### src/rtl/imm_encoder_if.sv
// rtl/imm_encoder_if.sv - request/result handshake bundle for imm_encoder
//
// Purpose: groups the request channel (ValueIn/StartValid/StartReady), the
// abort (Flush) and the result channel (DoneValid/DoneReady plus fields).
// Modports:
//   slave  - the encoder: consumes requests, produces results
//   master - the requester: produces requests, consumes results
interface imm_encoder_if;
  logic [31:0] ValueIn;
  logic        StartValid;
  logic        StartReady;
  logic        Flush;
  logic        DoneValid;
  logic        DoneReady;
  logic        Encodable;
  logic        Inverted;
  logic [3:0]  Rot4;
  logic [7:0]  Imm8;
  logic [11:0] EncodedOut;

  modport slave (
    input  ValueIn, StartValid, Flush, DoneReady,
    output StartReady, DoneValid, Encodable, Inverted, Rot4, Imm8, EncodedOut
  );

  modport master (
    output ValueIn, StartValid, Flush, DoneReady,
    input  StartReady, DoneValid, Encodable, Inverted, Rot4, Imm8, EncodedOut
  );
endinterface

### src/rtl/imm_encoder.sv
// rtl/imm_encoder.sv - iterative rotated-immediate encoder for 32-bit constants
//
// Purpose: searches rotate amounts 0..15 (one per cycle) for an 8-bit
// immediate that, rotated right by 2*Rot4, reproduces ValueIn. Optionally
// repeats the search on ~ValueIn so the caller can substitute MVN/BIC.
// Ports:
//   clk    - clock, rising edge
//   reset  - asynchronous active-low reset
//   bus    - imm_encoder_if.slave: request, flush and result channels
// Parameters:
//   TRY_INVERT - 1: search ~ValueIn after a failed direct search
module imm_encoder #(
  parameter bit TRY_INVERT = 1'b1
) (
  input  logic         clk,
  input  logic         reset,
  imm_encoder_if.slave bus
);

  typedef enum logic [1:0] {
    IDLE       = 2'd0,
    SEARCH     = 2'd1,
    SEARCH_INV = 2'd2,
    DONE       = 2'd3
  } state_t;

  state_t      state_q, state_d;
  logic [31:0] value_q;
  logic [3:0]  cnt_q;
  logic        enc_q, inv_q;
  logic [3:0]  rot_q;
  logic [7:0]  imm_q;

  // Candidate test for the current rotation counter. The upper half of a
  // doubled operand shifted left gives a rotate-left without a 32-bit
  // shift-by-32 corner case at r = 0.
  logic [31:0] cand;
  logic [63:0] dbl;
  logic [31:0] rolled;
  logic        searching;
  logic        hit;
  logic        last;

  assign cand      = (state_q == SEARCH_INV) ? ~value_q : value_q;
  assign dbl       = {cand, cand} << {cnt_q, 1'b0};
  assign rolled    = dbl[63:32];
  assign searching = (state_q == SEARCH) || (state_q == SEARCH_INV);
  assign hit       = searching && (rolled[31:8] == 24'd0);
  assign last      = (cnt_q == 4'd15);

  logic accept, load_hit, load_miss, cnt_clr, cnt_inc;

  always_comb begin
    state_d   = state_q;
    accept    = 1'b0;
    load_hit  = 1'b0;
    load_miss = 1'b0;
    cnt_clr   = 1'b0;
    cnt_inc   = 1'b0;
    if (bus.Flush) begin
      state_d = IDLE;
      cnt_clr = 1'b1;
    end else begin
      case (state_q)
        IDLE: begin
          if (bus.StartValid) begin
            accept  = 1'b1;
            cnt_clr = 1'b1;
            state_d = SEARCH;
          end
        end
        SEARCH: begin
          if (hit) begin
            load_hit = 1'b1;
            state_d  = DONE;
          end else if (!last) begin
            cnt_inc = 1'b1;
          end else if (TRY_INVERT) begin
            cnt_clr = 1'b1;
            state_d = SEARCH_INV;
          end else begin
            load_miss = 1'b1;
            state_d   = DONE;
          end
        end
        SEARCH_INV: begin
          if (hit) begin
            load_hit = 1'b1;
            state_d  = DONE;
          end else if (!last) begin
            cnt_inc = 1'b1;
          end else begin
            load_miss = 1'b1;
            state_d   = DONE;
          end
        end
        DONE: begin
          if (bus.DoneReady) state_d = IDLE;
        end
        default: state_d = IDLE;
      endcase
    end
  end

  always_ff @(posedge clk or negedge reset) begin
    if (!reset) begin
      state_q <= IDLE;
      value_q <= 32'd0;
      cnt_q   <= 4'd0;
      enc_q   <= 1'b0;
      inv_q   <= 1'b0;
      rot_q   <= 4'd0;
      imm_q   <= 8'd0;
    end else begin
      state_q <= state_d;
      if (accept) value_q <= bus.ValueIn;
      if (cnt_clr)      cnt_q <= 4'd0;
      else if (cnt_inc) cnt_q <= cnt_q + 4'd1;
      // Stale fields are wiped on a new request or abort so a failed
      // encoding always reads back as all-zero.
      if (accept || load_miss || bus.Flush) begin
        enc_q <= 1'b0;
        inv_q <= 1'b0;
        rot_q <= 4'd0;
        imm_q <= 8'd0;
      end else if (load_hit) begin
        enc_q <= 1'b1;
        inv_q <= (state_q == SEARCH_INV);
        rot_q <= cnt_q;
        imm_q <= rolled[7:0];
      end
    end
  end

  assign bus.StartReady = (state_q == IDLE);
  assign bus.DoneValid  = (state_q == DONE);
  assign bus.Encodable  = enc_q;
  assign bus.Inverted   = inv_q;
  assign bus.Rot4       = rot_q;
  assign bus.Imm8       = imm_q;
  assign bus.EncodedOut = {rot_q, imm_q};

endmodule

### src/flat_wrapper.sv
// flat-port wrapper written by rule: the top's interface ports become plain ports
module imm_encoder_flat 
#(
  parameter bit TRY_INVERT = 1'b1
)
  (clk, reset, bus_ValueIn, bus_StartValid, bus_Flush, bus_DoneReady, bus_StartReady, bus_DoneValid, bus_Encodable, bus_Inverted, bus_Rot4, bus_Imm8, bus_EncodedOut);
  imm_encoder_if bus_i ();
  input  logic clk;
  input  logic reset;
  input wire logic [$bits(bus_i.ValueIn)-1:0] bus_ValueIn;
  input wire logic [$bits(bus_i.StartValid)-1:0] bus_StartValid;
  input wire logic [$bits(bus_i.Flush)-1:0] bus_Flush;
  input wire logic [$bits(bus_i.DoneReady)-1:0] bus_DoneReady;
  output wire logic [$bits(bus_i.StartReady)-1:0] bus_StartReady;
  output wire logic [$bits(bus_i.DoneValid)-1:0] bus_DoneValid;
  output wire logic [$bits(bus_i.Encodable)-1:0] bus_Encodable;
  output wire logic [$bits(bus_i.Inverted)-1:0] bus_Inverted;
  output wire logic [$bits(bus_i.Rot4)-1:0] bus_Rot4;
  output wire logic [$bits(bus_i.Imm8)-1:0] bus_Imm8;
  output wire logic [$bits(bus_i.EncodedOut)-1:0] bus_EncodedOut;
  assign bus_i.ValueIn = bus_ValueIn;
  assign bus_i.StartValid = bus_StartValid;
  assign bus_i.Flush = bus_Flush;
  assign bus_i.DoneReady = bus_DoneReady;
  assign bus_StartReady = bus_i.StartReady;
  assign bus_DoneValid = bus_i.DoneValid;
  assign bus_Encodable = bus_i.Encodable;
  assign bus_Inverted = bus_i.Inverted;
  assign bus_Rot4 = bus_i.Rot4;
  assign bus_Imm8 = bus_i.Imm8;
  assign bus_EncodedOut = bus_i.EncodedOut;
  imm_encoder #(.TRY_INVERT(TRY_INVERT)) u_core (.clk(clk), .reset(reset), .bus(bus_i));
endmodule
### config.mk
export PLATFORM = sky130hd
export DESIGN_NAME = imm_encoder_flat
export DESIGN_NICKNAME = d
export VERILOG_FILES = /design/src/rtl/imm_encoder_if.sv /design/src/rtl/imm_encoder.sv /design/src/flat_wrapper.sv
export SDC_FILE = /design/constraint.sdc
export NUM_CORES = 1
export LEC_CHECK = 0
export ABC_AREA = 0
export CAP_MARGIN = 20
export CORE_ASPECT_RATIO = 1.2
export CORE_MARGIN = 3
export CORE_UTILIZATION = 56
export CTS_CLUSTER_DIAMETER = 150
export DETAILED_ROUTE_END_ITERATION = 12
export PLACE_DENSITY_LB_ADDON = 0.1
export SLEW_MARGIN = 20
export SYNTH_ARGS = -nofsm -noshare
export SYNTH_HDL_FRONTEND = slang
export SYNTH_SLANG_ARGS = --single-unit
export TNS_END_PERCENT = 1
### constraint.sdc
create_clock -name clk -period 3.2 [get_ports clk]
set_input_delay 0.96 -clock clk [delete_from_list [all_inputs] [get_ports clk]]
set_output_delay 0.96 -clock clk [all_outputs]
set_load 0.03 [all_outputs]
======== Yosys cells after proc, flatten, opt, wreduce, memory -nomap -nowiden ========
Index checks and enable logic that the tools add are counted.
Widths: inputs -> output; s select.
storage, ports and cells
  register bits after elaboration ......... 52
  input bits .............................. 37
  output and inout bits ................... 28
  word-level logic and storage cells ...... 63
operators by class
  $add $sub $neg .......................... 1
  equal/unequal tests ..................... 8
  shifts and indexed selects .............. 1
  muxes and demuxes ....................... 35
  bitwise operators ....................... 1
  reductions and logical operators ........ 10
operators with widths
  cell                 count
  $shl 64x5->64        1
  $mux 32              1
  $not 32->32          1
  $logic_not 24->1     1
  $mux 1               19
  $mux 4               4
  $mux 8               2
  $mux 2               7
  $ne 4x2->1 const B   2
  $pmux 2 s4           1
  $ne 3x3->1 const B   2
  $add 4x1->4 const B  1
  $eq 2x2->1 const B   2
  $eq 4x4->1 const B   1
  $reduce_and 4->1     1
  $reduce_bool 2->1    2
  $logic_or 1x1->1     3
  $eq 2x1->1 const B   1
  $logic_not 2->1      1
  $pmux 1 s2           1
  $reduce_or 2->1      1
  $logic_and 1x1->1    1

======== Longest topological paths before layout ========
  depth in word-level cells ............... 11
  gate-level depth with buffers ........... 15
  depth with buffers taken out ............ 11

======== Worst setup path before layout ========
No wires, ideal clock.
  path kind ............................... reg2reg
  from .................................... register u_core.state_q[0]
  to ...................................... register u_core.enc_q (netlist: u_core.bus.Encodable)
  setup time .............................. 0.072 ns
  data arrival time ....................... 2.833 ns
  required time ........................... 3.128 ns
  slack ................................... 0.294 ns
  cell stages (with the launch flop) ...... 13
  buffers on the path ..................... 2
  period minus slack after synthesis ...... 2.906 ns
  path through ............................ dfrtp_1 inv_1 ha_1 clkbuf_1 clkinv_1 xnor2_1 a2111oi_0 o221ai_1 a211oi_1 nor2_1 a221o_1 buf_6 nor2_1
on the way
  longest elaborated chain between the ends .. 11
  elaborated cells between the ends (all ways) .. 21
  classes of those cells .................. eq/ne (2); shift (1); mux (10); reduce/logical (8)
RTL lines
  item                                         line                                                     source
  start: declaration                           imm_encoder.sv:27                                        state_t state_q, state_d;
  start signal: assignment                     imm_encoder.sv:115                                       state_q <= state_d;
  $eq 2x2->1                                   imm_encoder.sv:44, imm_encoder.sv:47, imm_encoder.sv:64
  $mux 32                                      imm_encoder.sv:44                                        assign cand = (state_q == SEARCH_INV) ? ~value_q : value_q;
  $shl 64x5->64                                imm_encoder.sv:45                                        assign dbl = {cand, cand} << {cnt_q, 1'b0};
  $logic_not 24->1                             imm_encoder.sv:48                                        assign hit = searching && (rolled[31:8] == 24'd0);
  $logic_and 1x1->1                            imm_encoder.sv:48
  $mux 1 (2 in series)                         n/a
  $mux 1                                       imm_encoder.sv:60                                        if (bus.Flush) begin
  $logic_or 1x1->1 (2 in series)               imm_encoder.sv:121                                       if (accept || load_miss || bus.Flush) begin
  $mux 1 or $reduce_bool 2->1 (tied branches)  n/a
  end signal: assignment                       imm_encoder.sv:110                                       enc_q <= 1'b0;
  end signal: assignment                       imm_encoder.sv:122                                       enc_q <= 1'b0;
  end signal: assignment                       imm_encoder.sv:127                                       enc_q <= 1'b1;
  end: declaration                             imm_encoder.sv:30                                        logic enc_q, inv_q;
Several ways; a longest one is shown, not always the timed one.
A chain may end at the register's enable or synchronous reset.

======== Worst setup path after layout ========
  from .................................... register u_core.cnt_q[0]
  to ...................................... register u_core.imm_q[4] (netlist: u_core.bus.Imm8[4])
on the way
  longest elaborated chain between the ends .. 9
  elaborated cells between the ends (all ways) .. 16
  classes of those cells .................. eq/ne (1); shift (1); mux (9); reduce/logical (5)
RTL lines
  item                                         line                source
  start: declaration                           imm_encoder.sv:29   logic [3:0] cnt_q;
  start signal: assignment                     imm_encoder.sv:118  else if (cnt_inc) cnt_q <= cnt_q + 4'd1;
  $shl 64x5->64                                imm_encoder.sv:45
  $logic_not 24->1                             imm_encoder.sv:48
  $logic_and 1x1->1                            imm_encoder.sv:48
  $mux 1 (2 in series)                         n/a
  $mux 1                                       imm_encoder.sv:60
  $logic_or 1x1->1 (2 in series)               imm_encoder.sv:121
  $mux 8 or $reduce_bool 2->1 (tied branches)  n/a
  end signal: assignment                       imm_encoder.sv:130  imm_q <= rolled[7:0];
  end: declaration                             imm_encoder.sv:32   logic [7:0] imm_q;
Several ways; a longest one is shown, not always the timed one. The select of a mux whose other input is x is not followed.

==> results.cfg <==
[critical_path]
cpMostUsedCell = buf_4
cpPeakStageDelay_ns = 0.50
rr_startpoint = u_core.cnt_q[0]$_DFFE_PN0P_
cp.required_ns = 3.40
rr_worst_depth = 13
startpoint_type = flip-flop
cp.arrival_ns = 3.32
critPathCaptureType = flip-flop
r2r_end = u_core.bus.Imm8[4]$_DFFE_PN0P_
regToRegSetupSlack_ns = 0.08
crit_chain = clkbuf_2, buf_4, mux4_2, xnor2_1, a2111oi_1, buf_4, o221ai_2, buf_4, a21oi_4, nand2_4, buf_12, mux2i_1, nor2_1
cp_max_fo = 13
crit_slowest_cell = mux4_2
critPathKind = flip-flop to flip-flop

[die]
start_util_pct = 59.0
io_pins = 65
rows = 34
dieHeight_um = 103
fp.dieW_um = 86.8
dieArea_um2 = 8940
core_um2 = 7440

[global_route]
antenna_found_initial = 0
use_met2_pct = 47.4
grt_pass1_vias = 3790
gr-max-usage-layer = met2
grtUsageTotal_pct = 27.1
gr-usage-met3_pct = 3.52
overflow = 0
grt_pass1_wl_mm = 19.1
grt_max_degree = 33
grt_use_met1_pct = 34.6

[detailed_routing]
routed_wl_mm = 12.8
num_vias = 4067
ant_nets = 0
viasPerCell = 6.56
dr.pass1.iters = 5
wl_per_cell_um = 20.6
post-route-drc-count = 0
drt_iter0_drc = 318

[cells_and_area]
fin_area_um2 = 5700
instances_no_fill = 620
layout-drive-gt1-share_pct = 33.0
layout.area.seq_um2 = 1300
fillCellCount = 503
multi_input_area_um2 = 2920
antenna_cells = 0
design.final.nets = 572
area_growth_pct = 29.9
final_util_pct = 76.6

[synth]
synth_edf_count = 0
ys_seq_elements = 52
syn_nets = 477
synth_warnings = 0
synth_top_flop_cell = dfrtp_1
syn_area_um2 = 4390
synthArstFlopShare_pct = 100
syn_inst = 434
seq_area_frac_synth_pct = 29.6
avgSynthCellArea_um2 = 10.1
ys_types = 59

[clocking]
cts.sinks = 52
clk_path_buf_depth = 2
cts_tree = yes
numCtsBuffers = 5
root_buffer = clkbuf_8
cts.clk_slew.worst_paths_ns = 0.10
insertion_delay_ns = 0.31
htreeDepth = 2

[sta]
min_period_ns = 3.12
rsz0062_at_grt = yes
clock.fmax_ghz = 0.320
hold_viol_final = 0
fin_ws_ns = 0.0763
clock_skew_ns = 0.00950
period_share_pct = 97.6
slew_headroom_pct = 59.5
setup_violations = 0
finalMaxSlewViolations = 0
setup_tns_ns = 0
worst_pin_slew_ns = 0.607

[hold_path]
min_to = u_core.bus.Encodable$_DFFE_PN0P_
min_from = u_core.bus.Encodable$_DFFE_PN0P_
hp-class = flip-flop to flip-flop
worst_hold_path.num_cells = 2

[pwr]
power_frac_clock_pct = 8.3
swShare_pct = 44.6
power_switching_mw = 2.15
ir_drop_mv = 0.645
combPwrFrac_pct = 65.5
internal_power_mw = 2.67
seq_power_share_pct = 26.2
power_leakage_nw = 2.25
powerDensity_nw_per_um2 = 846

[placed_design]
gp_congestion = 0.963
pre_cts_ws_ns = -0.0163
place_hpwl_mm = 9.06
port_buffers = 64
dpl-instance-area_um2 = 5310
placed_cells = 596

[flow_run]
drv_cap = 0

[status]
status = complete, no violations
[worst max-delay path by stage]
stage | from | endpoint | slack (ns) | depth (start not counted)
5_1_grt | u_core.cnt_q[0]$_DFFE_PN0P_ | u_core.bus.Imm8[4]$_DFFE_PN0P_ | -0.08 | 13
3_5_place_dp | u_core.cnt_q[0]$_DFFE_PN0P_ | u_core.bus.Rot4[1]$_DFFE_PN0P_ | -0.02 | 9
4_1_cts | u_core.cnt_q[0]$_DFFE_PN0P_ | u_core.cnt_q[0]$_DFFE_PN0P_ | -0.03 | 10
3_3_place_gp | u_core.cnt_q[0]$_DFFE_PN0P_ | u_core.cnt_q[0]$_DFFE_PN0P_ | -0.002 | 10
2_1_floorplan | u_core.state_q[0]$_DFFE_PN0P_ | u_core.bus.Encodable$_DFFE_PN0P_ | 0.29 | 12
6_report | u_core.cnt_q[0]$_DFFE_PN0P_ | u_core.bus.Imm8[4]$_DFFE_PN0P_ | 0.08 | 13
[placed cells by master (no fill, tap or decap), drive strengths merged, types with 3 or more instances in the layout]
cell type / count
clkdlybuf4s50: 63
buf: 63
dfrtp: 52
mux2: 49
mux2i: 47
nand2: 31
nor2: 29
mux4: 19
xnor2: 17
a21oi: 16
nand3: 15
nor3: 14
o21ai: 11
clkbuf: 11
inv: 10
or2: 7
and3: 6
ha: 6
a31oi: 6
nand4: 4
a32oi: 3
a22oi: 3
nand2b: 3
o221ai: 3
or3: 3
a221o: 3
a221oi: 3
[routing by layer]
layer	up-vias	routed length (um)
li1	1806	-
met1	1979	4820
met2	235	6560
met3	47	990
met4	0	389
met5	-	0
[kinds of logic after synthesis]
family                     synth area share (%)
xor gates and xnor gates                   3.39
buffers and inverters                      6.95
adders and majority gates                  1.71
DFF                                        29.6
and+or+nand+nor                            13.6
muxes                                      33.0
AOI/OAI and AO/OA                          11.7
[state kept, by name (all words and copies together) (netlist names)]
register              cells
u_core.state_q            2
u_core.bus.Rot4           4
u_core.value_q           32
u_core.cnt_q              4
u_core.bus.Inverted       1
u_core.bus.Imm8           8
u_core.bus.Encodable      1
[cells in the mapped netlist, drive strengths merged (2+ instances only)]
library cell,instances,area share (%)
a211oi,2,0.34
a21oi,16,2.2
a221o,2,0.46
a221oi,3,0.60
a222oi,2,0.46
a22oi,3,0.51
a31oi,6,1.0
a32oi,3,0.60
and3,6,0.86
buf,31,5.1
clkbuf,11,0.94
dfrtp,52,30
ha,6,1.7
inv,10,0.86
mux2,49,13
mux2i,47,11
mux4,19,9.7
nand2,31,2.8
nand2b,3,0.43
nand3,15,1.7
nand3b,2,0.34
nand4,4,0.57
nor2,29,2.5
nor2b,2,0.28
nor3,14,1.6
nor4,2,0.28
o211ai,2,0.34
o21ai,11,1.3
o221ai,3,0.60
o22ai,2,0.28
o32ai,2,0.40
or2,7,1.0
or3,3,0.54
xnor2,17,3.4
[critical path, delay by kind of cell (launching register included)]
family / cells / cell delay [ns]
buffers and inverters: 5 / 0.85
AOI/OAI and AO/OA: 3 / 0.77
muxes: 2 / 0.66
DFF: 1 / 0.43
and+or+nand+nor: 2 / 0.15
xor gates and xnor gates: 1 / 0.15
[power by group through the flow]
stage | clock (mW) | combinational [mW] | sequential, mW
2_1_floorplan | 0 | 2.00 | 1.12
3_3_place_gp | 0 | 2.71 | 1.24
3_5_place_dp | 0 | 2.78 | 1.25
4_1_cts | 0.407 | 2.80 | 1.24
5_1_grt | 0.440 | 3.36 | 1.28
6_report | 0.401 | 3.16 | 1.27
[through the flow]
step                power [mW]  hold slack (ns)
finish                    4.82            0.514
global route              5.08            0.566
CTS                       4.44            0.515
detailed placement        4.04            0.491
global placement          3.95            0.482
floorplan                 3.12            0.509
[layout make-up]
class | instances | share of cell area [%]
Multi-Input combinational cell | 330 | 51.1
Sequential cell | 52 | 22.9
Timing Repair Buffer | 129 | 21.7
Tap cell | 90 | 1.97
Clock buffer | 8 | 1.58
Inverter | 11 | 0.724
[timing repair]
action	4_1_cts	5_1_grt
setup buffers	0	14
gates cloned	0	3
gates resized for setup	2	30
hold buffers	0	0
pin swaps	0	16
setup endpoints to repair	16	20
Power figures use the tool's default switching activity.
